===== config.mk =====
export PLATFORM = sky130hd
export DESIGN_NAME = cpu_clk_ctrl
export DESIGN_NICKNAME = d
export VERILOG_FILES = /design/src/rtl/cpu_clk_ctrl_pkg.sv /design/src/rtl/cpu_debounce.sv /design/src/rtl/cpu_clk_ctrl.sv
export SDC_FILE = /design/constraint.sdc
export NUM_CORES = 1
export LEC_CHECK = 0
export ABC_AREA = 1
export CAP_MARGIN = 20
export CORE_MARGIN = 2
export CORE_UTILIZATION = 50
export CTS_BUF_LIST = sky130_fd_sc_hd__clkbuf_8
export DETAILED_ROUTE_END_ITERATION = 8
export PLACE_DENSITY = 0.71
export SYNTH_ARGS = -nofsm -noshare
export SYNTH_HDL_FRONTEND = slang
export SYNTH_SLANG_ARGS = --single-unit

===== constraint.sdc =====
create_clock -name clk -period 2.4 [get_ports clk]
set_input_delay 0.48 -clock clk [delete_from_list [all_inputs] [get_ports clk]]
set_output_delay 0.48 -clock clk [all_outputs]
set_load 0.01 [all_outputs]

===== src/rtl/cpu_clk_ctrl_pkg.sv =====
// Shared types for the CPU clock-enable controller.
//   clk_mode_t : operating mode selected by mode_i
//   LED_CNT_W  : width of the free-running halt-LED dimming counter
//   is_run()   : true for the two free-running divider modes
package cpu_clk_ctrl_pkg;

  typedef enum logic [1:0] {
    RUN_FIXED = 2'd0,
    RUN_PROG  = 2'd1,
    STEP      = 2'd2,
    STOP      = 2'd3
  } clk_mode_t;

  localparam int LED_CNT_W = 8;

  function automatic logic is_run(input clk_mode_t m);
    return (m == RUN_FIXED) || (m == RUN_PROG);
  endfunction

endpackage


===== src/rtl/cpu_debounce.sv =====
// Step-button conditioner: 2-FF synchroniser followed by a stability counter.
//   clk      : system clock
//   reset_i  : synchronous active-high reset (button treated as released)
//   raw_i    : raw asynchronous button, active-high
//   stable_o : debounced button level
//   rise_o   : high for one cycle after stable_o goes 0->1
module cpu_debounce #(
  parameter int DEBOUNCE_W = 16
) (
  input  logic clk,
  input  logic reset_i,
  input  logic raw_i,
  output logic stable_o,
  output logic rise_o
);

  logic                  sync1_q;
  logic                  sync2_q;
  logic                  stable_q;
  logic                  stable_d_q;
  logic [DEBOUNCE_W-1:0] dcnt_q;

  always_ff @(posedge clk) begin
    if (reset_i) begin
      sync1_q    <= 1'b0;
      sync2_q    <= 1'b0;
      stable_q   <= 1'b0;
      stable_d_q <= 1'b0;
      dcnt_q     <= '0;
    end else begin
      sync1_q    <= raw_i;
      sync2_q    <= sync1_q;
      stable_d_q <= stable_q;
      // The synchronised level must disagree with the accepted level for a
      // full counter span before it is accepted; any agreement restarts it.
      if (sync2_q != stable_q) begin
        if (&dcnt_q) begin
          stable_q <= sync2_q;
          dcnt_q   <= '0;
        end else begin
          dcnt_q <= dcnt_q + DEBOUNCE_W'(1);
        end
      end else begin
        dcnt_q <= '0;
      end
    end
  end

  assign stable_o = stable_q;
  assign rise_o   = stable_q & ~stable_d_q;

endmodule


===== src/rtl/cpu_clk_ctrl.sv =====
// CPU clock-enable controller: produces a single-cycle clk_en_o pulse train
// for cpu_main from a fixed or runtime-programmable divider, from a debounced
// single-step button, or nothing at all (STOP). halt_i gates every pulse.
//   clk           : system clock (only clock)
//   reset_i       : synchronous active-high reset
//   mode_i        : clk_mode_t selection
//   div_i         : new period-1 for RUN_PROG
//   div_load_i    : one-cycle strobe capturing div_i as a pending divisor
//   step_btn_i    : raw step button, active-high
//   halt_i        : CPU halt; suppresses enables while high
//   clk_en_o      : registered CPU clock enable
//   halted_o      : registered copy of halt_i
//   led_beat_n_o  : active-low heartbeat LED
//   led_halt_n_o  : active-low, dimmed halt LED
module cpu_clk_ctrl
  import cpu_clk_ctrl_pkg::*;
#(
  parameter int          DIV_W       = 19,
  parameter int unsigned DEFAULT_DIV = 2**19 - 1,
  parameter int          DEBOUNCE_W  = 16,
  parameter int          LED_W       = 4
) (
  input  logic             clk,
  input  logic             reset_i,
  input  logic [1:0]       mode_i,
  input  logic [DIV_W-1:0] div_i,
  input  logic             div_load_i,
  input  logic             step_btn_i,
  input  logic             halt_i,
  output logic             clk_en_o,
  output logic             halted_o,
  output logic             led_beat_n_o,
  output logic             led_halt_n_o
);

  localparam logic [DIV_W-1:0] DEF_DIV = DIV_W'(DEFAULT_DIV);

  clk_mode_t            mode_in;
  clk_mode_t            mode_q;
  logic [DIV_W-1:0]     cnt_q, cnt_d;
  logic [DIV_W-1:0]     div_q, div_pend_q, period;
  logic                 pend_v_q;
  logic                 clk_en_q, clk_en_d;
  logic                 halted_q;
  logic [LED_CNT_W-1:0] led_cnt_q;
  logic                 led_beat_n_q, led_halt_n_q;
  logic                 run_mode, mode_chg, wrap, beat_on;
  logic                 stable, rise;

  assign mode_in = clk_mode_t'(mode_i);

  cpu_debounce #(.DEBOUNCE_W(DEBOUNCE_W)) u_debounce (
    .clk      (clk),
    .reset_i  (reset_i),
    .raw_i    (step_btn_i),
    .stable_o (stable),
    .rise_o   (rise)
  );

  always_comb begin
    period   = (mode_q == RUN_FIXED) ? DEF_DIV : div_q;
    run_mode = is_run(mode_q);
    mode_chg = (mode_in != mode_q);
    // A mode change restarts the count, so it can never coincide with a wrap.
    wrap     = run_mode && !mode_chg && (cnt_q == period);
    if (run_mode) begin
      beat_on = !halted_q && (cnt_q[DIV_W-1 -: LED_W] == '0);
    end else begin
      beat_on = (mode_q == STEP) && stable;
    end
  end

  // Next count / enable. STEP and STOP hold the counter at zero.
  always_comb begin
    cnt_d    = '0;
    clk_en_d = 1'b0;
    if (!mode_chg) begin
      case (mode_q)
        RUN_FIXED, RUN_PROG: begin
          if (wrap) clk_en_d = !halt_i;
          else      cnt_d    = cnt_q + DIV_W'(1);
        end
        STEP:    clk_en_d = rise && !halt_i;
        default: clk_en_d = 1'b0;
      endcase
    end
  end

  always_ff @(posedge clk) begin
    if (reset_i) begin
      cnt_q        <= '0;
      div_q        <= DEF_DIV;
      div_pend_q   <= DEF_DIV;
      pend_v_q     <= 1'b0;
      clk_en_q     <= 1'b0;
      halted_q     <= 1'b0;
      mode_q       <= mode_in;
      led_cnt_q    <= '0;
      led_beat_n_q <= 1'b1;
      led_halt_n_q <= 1'b1;
    end else begin
      cnt_q     <= cnt_d;
      clk_en_q  <= clk_en_d;
      mode_q    <= mode_in;
      halted_q  <= halt_i;
      led_cnt_q <= led_cnt_q + LED_CNT_W'(1);
      // The pending divisor only takes over at a period boundary so a running
      // period is never cut short; outside RUN_* there is no period to protect.
      if (pend_v_q && (wrap || !run_mode)) begin
        div_q    <= div_pend_q;
        pend_v_q <= 1'b0;
      end
      // A load on the wrap cycle becomes the next pending value (wins pend_v).
      if (div_load_i) begin
        div_pend_q <= div_i;
        pend_v_q   <= 1'b1;
      end
      led_beat_n_q <= !beat_on;
      led_halt_n_q <= !(halted_q && (led_cnt_q == '0));
    end
  end

  assign clk_en_o     = clk_en_q;
  assign halted_o     = halted_q;
  assign led_beat_n_o = led_beat_n_q;
  assign led_halt_n_o = led_halt_n_q;

endmodule

==> results of run 1 <==
[cell usage in the layout (no fill, tap or decap), drive strengths merged, types with 2 or more instances in the layout]
master | Yosys | routed
o21ai | 21 | 21
nand3 | 83 | 83
or2 | 4 | 4
ha | 4 | 4
buf | 8 | 9
a21oi | 13 | 13
xnor2 | 4 | 4
nor4 | 2 | 2
clkbuf | 11 | 10
inv | 63 | 65
nor3 | 19 | 19
clkinv | 0 | 2
nand2 | 136 | 136
nor2 | 72 | 72
clkdlybuf4s50 | 0 | 29
dfxtp | 92 | 92
a31oi | 2 | 2
xor2 | 17 | 17
nand4 | 7 | 7
[final cells by class]
| cell class | instances | area, um^2 |
|---|---|---|
| fill | 771 | 3129 |
| tap | 102 | 127.6 |
| clock buffer | 10 | 137.6 |
| clock inverter | 6 | 71.32 |
| inverter | 63 | 236.5 |
| sequential | 92 | 1842 |
| multi-input combinational | 390 | 1853 |
| timing repair buffer | 38 | 370.4 |
[routing by layer]
layer | global-route usage | share of wire | wire (um)
met5 | 0 | 0 | 0
met2 | 0.3101 | 0.45 | 3537
met4 | 0.06763 | 0.013 | 103
met3 | 0.05297 | 0.038 | 299
met1 | 0.2632 | 0.50 | 3954
[logic make-up (layout without fill, tap and decap cells)]
family,Yosys count,after routing
and+or+nand+nor,324,324
DFF,92,92
adders and majority gates,4,4
buffers and inverters,82,117
xor gates and xnor gates,21,21
AOI/OAI and AO/OA,41,41
[Yosys cell counts (7+ instances only)]
cell type and number:
a21oi_1 13, clkbuf_1 11, dfxtp_1 92, inv_1 61, nand2_1 133, nand3_1 81, nand4_1 7, nor2_1 72
nor3_1 19, o21ai_0 21, xor2_1 17
[worst paths after layout]
kind / from / endpoint
min: u_debounce.sync1_q / u_debounce.sync2_q
max: cnt_q[0] / cnt_q[18]
min reg2reg: u_debounce.sync1_q / u_debounce.sync2_q
max reg2reg: cnt_q[0] / cnt_q[18]
[worst max-delay path, delay by kind of cell, from the launching register on]
family                   cells  cell delay (ns)
flip-flops                   1             0.49
buffers and inverters        1             0.03
AND/OR/NAND/NOR              9             1.29
adder cells (fa/ha/maj)      1             0.24
[through the flow]
step | util | area, um^2 | hold WS [ns]
floorplan | - | 4039 | 0.3883
global placement | 0.5702 | 4429 | 0.4017
detailed placement | 0.5702 | 4429 | 0.3987
CTS | 0.5971 | 4638 | 0.4133
global route | 0.5971 | 4638 | 0.4323
finish | 0.5971 | 4638 | 0.4106
[power breakdown]
group	switching (mW)	internal, mW
Combinational	0.112	0.102
Clock	0.564	0.521
Sequential	0.0428	1.58
Total	0.719	2.20
[registers in the layout, indices dropped and copies added, names as in the netlist, 2 cells and up]
register	flops
cnt_q	19
div_pend_q	19
div_q	19
u_debounce.dcnt_q	16
led_cnt_q	8
mode_q	2
==> run_results.csv, run 1 <==
group,metric,value,unit
clock_tree,cts_buffer_depth,2,
worst_setup_path,critPathKind,"flip-flop to flip-flop",
timing,slew_viol_final,0,
global_routing,grt_usage,0.1977,
hold_path,whs_path_depth,2,
pwr,irDropWorstVdd,0.4822,mV
yosys,syn_inst,564,
yosys,yosys.area_share.simple,0.3457,
timing,worst-slew-pin-transition,0.7003,ns
final_layout,finalNetCount,624,
pwr,leakage,1.947,nW
floorplanning,die_h,93.88,um
timing,setup_viol,0,
detailed_routing,antenna_left,0,
placed_design,port_buffers,29,
final_layout,final_cells,701,
detailed_routing,drc_errors,0,
yosys,synth_fa_ha_area_frac,0.01239,
timing,post-route-min-period,2.128,ns
yosys,yosysWarningCount,0,
detailed_routing,wirelength,7.894,mm
timing,hold_viol,0,
final_layout,layout-drive-gt1-share,0.06010,
placed_design,place_ws,0.001915,ns
worst_setup_path,max_stage_delay,0.49,ns
floorplanning,die-area,8813,um^2
yosys,syn_nets,594,
clock_tree,cts_setup_buffers,0,
global_routing,grt_pass1_wl,13.88,mm
worst_setup_path,cp_slowest_cell,"dfxtp_1",
pwr,power_density,629.5,nW/um^2
detailed_routing,drt_iter0_markers,139,
clock_tree,path_clk_slew,0.09,ns
yosys,synth_area,4039,um^2
yosys,synthFlopType,"dfxtp_1",
floorplanning,initial_utilization,0.5200,
yosys,synthTopCellsByArea,"dfxtp_1 46%, nand2_1 12%, nand3_1 10%",
global_routing,grt_max_degree,40,
yosys,synth_xor_area_frac,0.04554,
clock_tree,cts-root-buf,"clkbuf_8",
final_layout,syn_to_final_growth,14.84,%
timing,fin_setup_tns,0,ns
yosys,yosysTopAreaCellShare,0.4560,
worst_setup_path,critPathRequiredTime,2.69,ns
global_routing,grt_remaining_overflow,0,
timing,fin_ws,0.2720,ns
detailed_routing,vias,3514,
timing,slew_headroom,0.5325,
timing,fin_crit_sh,0.8867,
detailed_routing,wl_per_cell,11.26,um
yosys,avgSynthCellArea,7.161,um^2
clock_tree,cts_tree,"yes",
yosys,synth_top_family_by_area,"simple AND/OR/NAND/NOR gates",
run,cap_violations,0,
global_routing,grt_pass1_vias,3176,
clock_tree,cts_hold_buf,0,
yosys,synth_cell_types,29,
yosys,yosys.area.top_type,"dfxtp_1",
pwr,p_total,2.920,mW
worst_setup_path,worst-r2r-cell-count,11,
floorplanning,pin_count,30,
clock_tree,htree_levels,3,
worst_setup_path,critPathCaptureType,"flip-flop",
hold_path,hp-class,"flip-flop to flip-flop",
floorplanning,core,7767,um^2
global_routing,antenna_found_initial,0,
worst_setup_path,cp.arrival,2.41,ns
clock_tree,cts_sinks,92,
run_status,status,"complete, no violations",
detailed_routing,via_per_inst,5.013,
floorplanning,die_x,93.88,um
clock_tree,post_cts_resized,0,
yosys,async_reset_ff_frac,0,
timing,clock_skew,0.007314,ns
worst_setup_path,crit_fanout,7,
worst_setup_path,startpoint_type,"flip-flop",
timing,fmax,469.9,MHz
yosys,synthMuxAreaShare,0,
yosys,synth_edf_count,0,
final_layout,n_antenna_cell,0,
worst_setup_path,rrSetupSlack,0.27,ns
timing,rsz0062_at_grt,"false",
yosys,ys_seq_elements,92,
yosys,synth_seq_area_share,0.4560,
yosys,synth-compound-area-share,0.05514,
floorplanning,fp-row-count,32,
clock_tree,clk-insertion-delay-late,0.36,ns
clock_tree,cts_buffers,9,
placed_design,dpl.hpwl,5.770,mm
worst_setup_path,crit_chain,"ha_1 -> nand3_1 -> nor2_1 -> nand2_1 -> nor2_1 -> nand2_1 -> nor2_1 -> nand3_1 -> nand2_1 -> inv_1 -> nor3_1",
placed_design,place.gp.congestion,0.9103,
placed_design,dp_cells,685,
detailed_routing,first_pass_iters,4,
Power figures use the tool's default switching activity.
==> run 2: changes to the inputs <==
- GPL_TIMING_DRIVEN: unset -> 0
==> run_results.csv, run 2 (synthesis gave the netlist of run 1 again) <==
group,metric,value,unit
detailed_routing,vias,3587,
worst_setup_path,cp_top_family,"simple AND/OR/NAND/NOR gates",
worst_setup_path,rrSetupSlack,0.24,ns
final_layout,final_common_cell,"nand2_1",
final_layout,finalInstanceArea,4648,um^2
run_status,status,"complete, no violations",
pwr,leakage,1.933,nW
worst_setup_path,critPathCaptureType,"flip-flop",
detailed_routing,wl_per_cell,11.70,um
final_layout,reg_top3,"cnt_q x19, div_pend_q x19, div_q x19",
worst_setup_path,critPathRequiredTime,2.68,ns
detailed_routing,first_pass_iters,5,
hold_path,hp-class,"flip-flop to flip-flop",
clock_tree,cts_sinks,92,
hold_path,hold_end,"u_debounce.sync2_q",
timing,fmax,462.0,MHz
pwr,p_total,2.870,mW
floorplanning,die_h,93.88,um
worst_setup_path,critPathKind,"flip-flop to flip-flop",
final_layout,layout-drive-gt1-share,0.05601,
pwr,irDropWorstVdd,0.4816,mV
worst_setup_path,startpoint_type,"flip-flop",
final_layout,syn_to_final_growth,15.09,%
detailed_routing,via_per_inst,5.059,
placed_design,place_ws,-0.1349,ns
global_routing,grt_max_degree,16,
run,cap_violations,0,
final_layout,n_antenna_cell,0,
timing,rsz0062_at_grt,"false",
clock_tree,cts_setup_buffers,0,
worst_setup_path,crit_fanout,7,
global_routing,grt_usage,0.2013,
worst_setup_path,crit_chain,"ha_1 -> nand3_1 -> nor2_1 -> nand2_1 -> nor2_1 -> nand2_1 -> nor2_1 -> nand3_1 -> nand2_1 -> inv_1 -> nor3_1",
placed_design,port_buffers,29,
floorplanning,die-area,8813,um^2
final_layout,finalNetCount,634,
placed_design,place.gp.congestion,0.8876,
timing,setup_viol,0,
worst_setup_path,startpoint,"cnt_q[0]",
clock_tree,post_cts_resized,0,
floorplanning,pin_count,30,
final_layout,most-common-layout-cells,"133 x nand2_1, 90 x dfxtp_1, 81 x nand3_1",
pwr,power_density,617.5,nW/um^2
clock_tree,cts_tree,"yes",
timing,fin_ws,0.2355,ns
clock_tree,cts-root-buf,"clkbuf_8",
worst_setup_path,cp_num_buf_inv,1,
clock_tree,cts_hold_buf,0,
global_routing,grt_pass1_wl,14.05,mm
timing,clock_skew,0.01082,ns
global_routing,grt_pass1_vias,3195,
clock_tree,clk-insertion-delay-late,0.36,ns
worst_setup_path,r2r_start,"cnt_q[0]",
placed_design,dp_cells,695,
final_layout,multi_input_area,1853,um^2
placed_design,dpl.hpwl,6.167,mm
hold_path,min_from,"u_debounce.sync1_q",
timing,whs,0.4220,ns
floorplanning,core,7767,um^2
detailed_routing,drt_iter0_markers,170,
floorplanning,fp-row-count,32,
timing,worst-slew-pin-transition,0.5769,ns
clock_tree,htree_levels,3,
floorplanning,initial_utilization,0.5200,
clock_tree,cts_buffer_depth,2,
final_layout,area.sequential,1844,um^2
final_layout,final_cells,709,
detailed_routing,antenna_left,0,
detailed_routing,wirelength,8.298,mm
placed_design,dpl_cell_area,4457,um^2
floorplanning,die_x,93.88,um
timing,post-route-min-period,2.165,ns
worst_setup_path,max_stage_delay,0.51,ns
detailed_routing,drc_errors,0,
timing,slew_headroom,0.6154,
clock_tree,path_clk_slew,0.09,ns
worst_setup_path,cp_slowest_cell,"dfxtp_1",
worst_setup_path,cp.arrival,2.44,ns
timing,hold_viol,0,
timing,fin_crit_sh,0.9019,
final_layout,fill_cells,763,
worst_setup_path,worst-r2r-cell-count,11,
clock_tree,cts_buffers,9,
timing,slew_viol_final,0,
global_routing,grt_remaining_overflow,0,
global_routing,antenna_found_initial,0,
hold_path,whs_path_depth,2,
worst_setup_path,rr_endpoint,"cnt_q[18]",
[run 2: metrics by stage]
stage	TNS [ns]	util
detailed placement	-2.451	0.5738
global placement	-2.202	0.5738
floorplan	0	-
global route	0	0.5984
CTS	0	0.5978
finish	0	0.5984
[run 2: worst max-delay path by stage]
| stage | depth (start not counted) | slack, ns | end |
|---|---|---|---|
| after CTS | 11 | 0.22 | cnt_q[2] |
| after floorplan | 12 | 0.60 | div_q[10] |
| final | 11 | 0.24 | cnt_q[18] |
| after global placement | 11 | -0.11 | cnt_q[16] |
| after global routing | 11 | 0.008 | cnt_q[18] |
| after detailed placement | 11 | -0.13 | cnt_q[12] |
[run 2: layout make-up]
cell class,instances,area share
Multi-Input combinational cell,390,0.3987
Sequential cell,92,0.3968
Timing Repair Buffer,29,0.06245
Inverter,63,0.05087
Tap cell,102,0.02746
Clock buffer,9,0.02665
Buffer,19,0.02369
Clock inverter,5,0.01346
[run 2: power by group]
| group | total, mW | switching [mW] | internal [mW] |
|---|---|---|---|
| registers | 1.62 | 0.0374 | 1.58 |
| clock network | 1.03 | 0.552 | 0.476 |
| logic | 0.226 | 0.121 | 0.105 |
| total | 2.87 | 0.710 | 2.16 |
[run 2: metal layers]
metal | GRT usage | vias to the layer above | share of wire
met5 | 0 | - | 0
met4 | 0.08092 | 0 | 0.017
met3 | 0.03531 | 16 | 0.043
met2 | 0.3190 | 74 | 0.45
met1 | 0.2723 | 1618 | 0.49
li1 | - | 1879 | -
[run 2: tightest hold or removal path, cell delays in order (launching register included)]
cell	delay, ns
dfxtp_1	0.31
inv_1	0.05
nor2_1	0.03
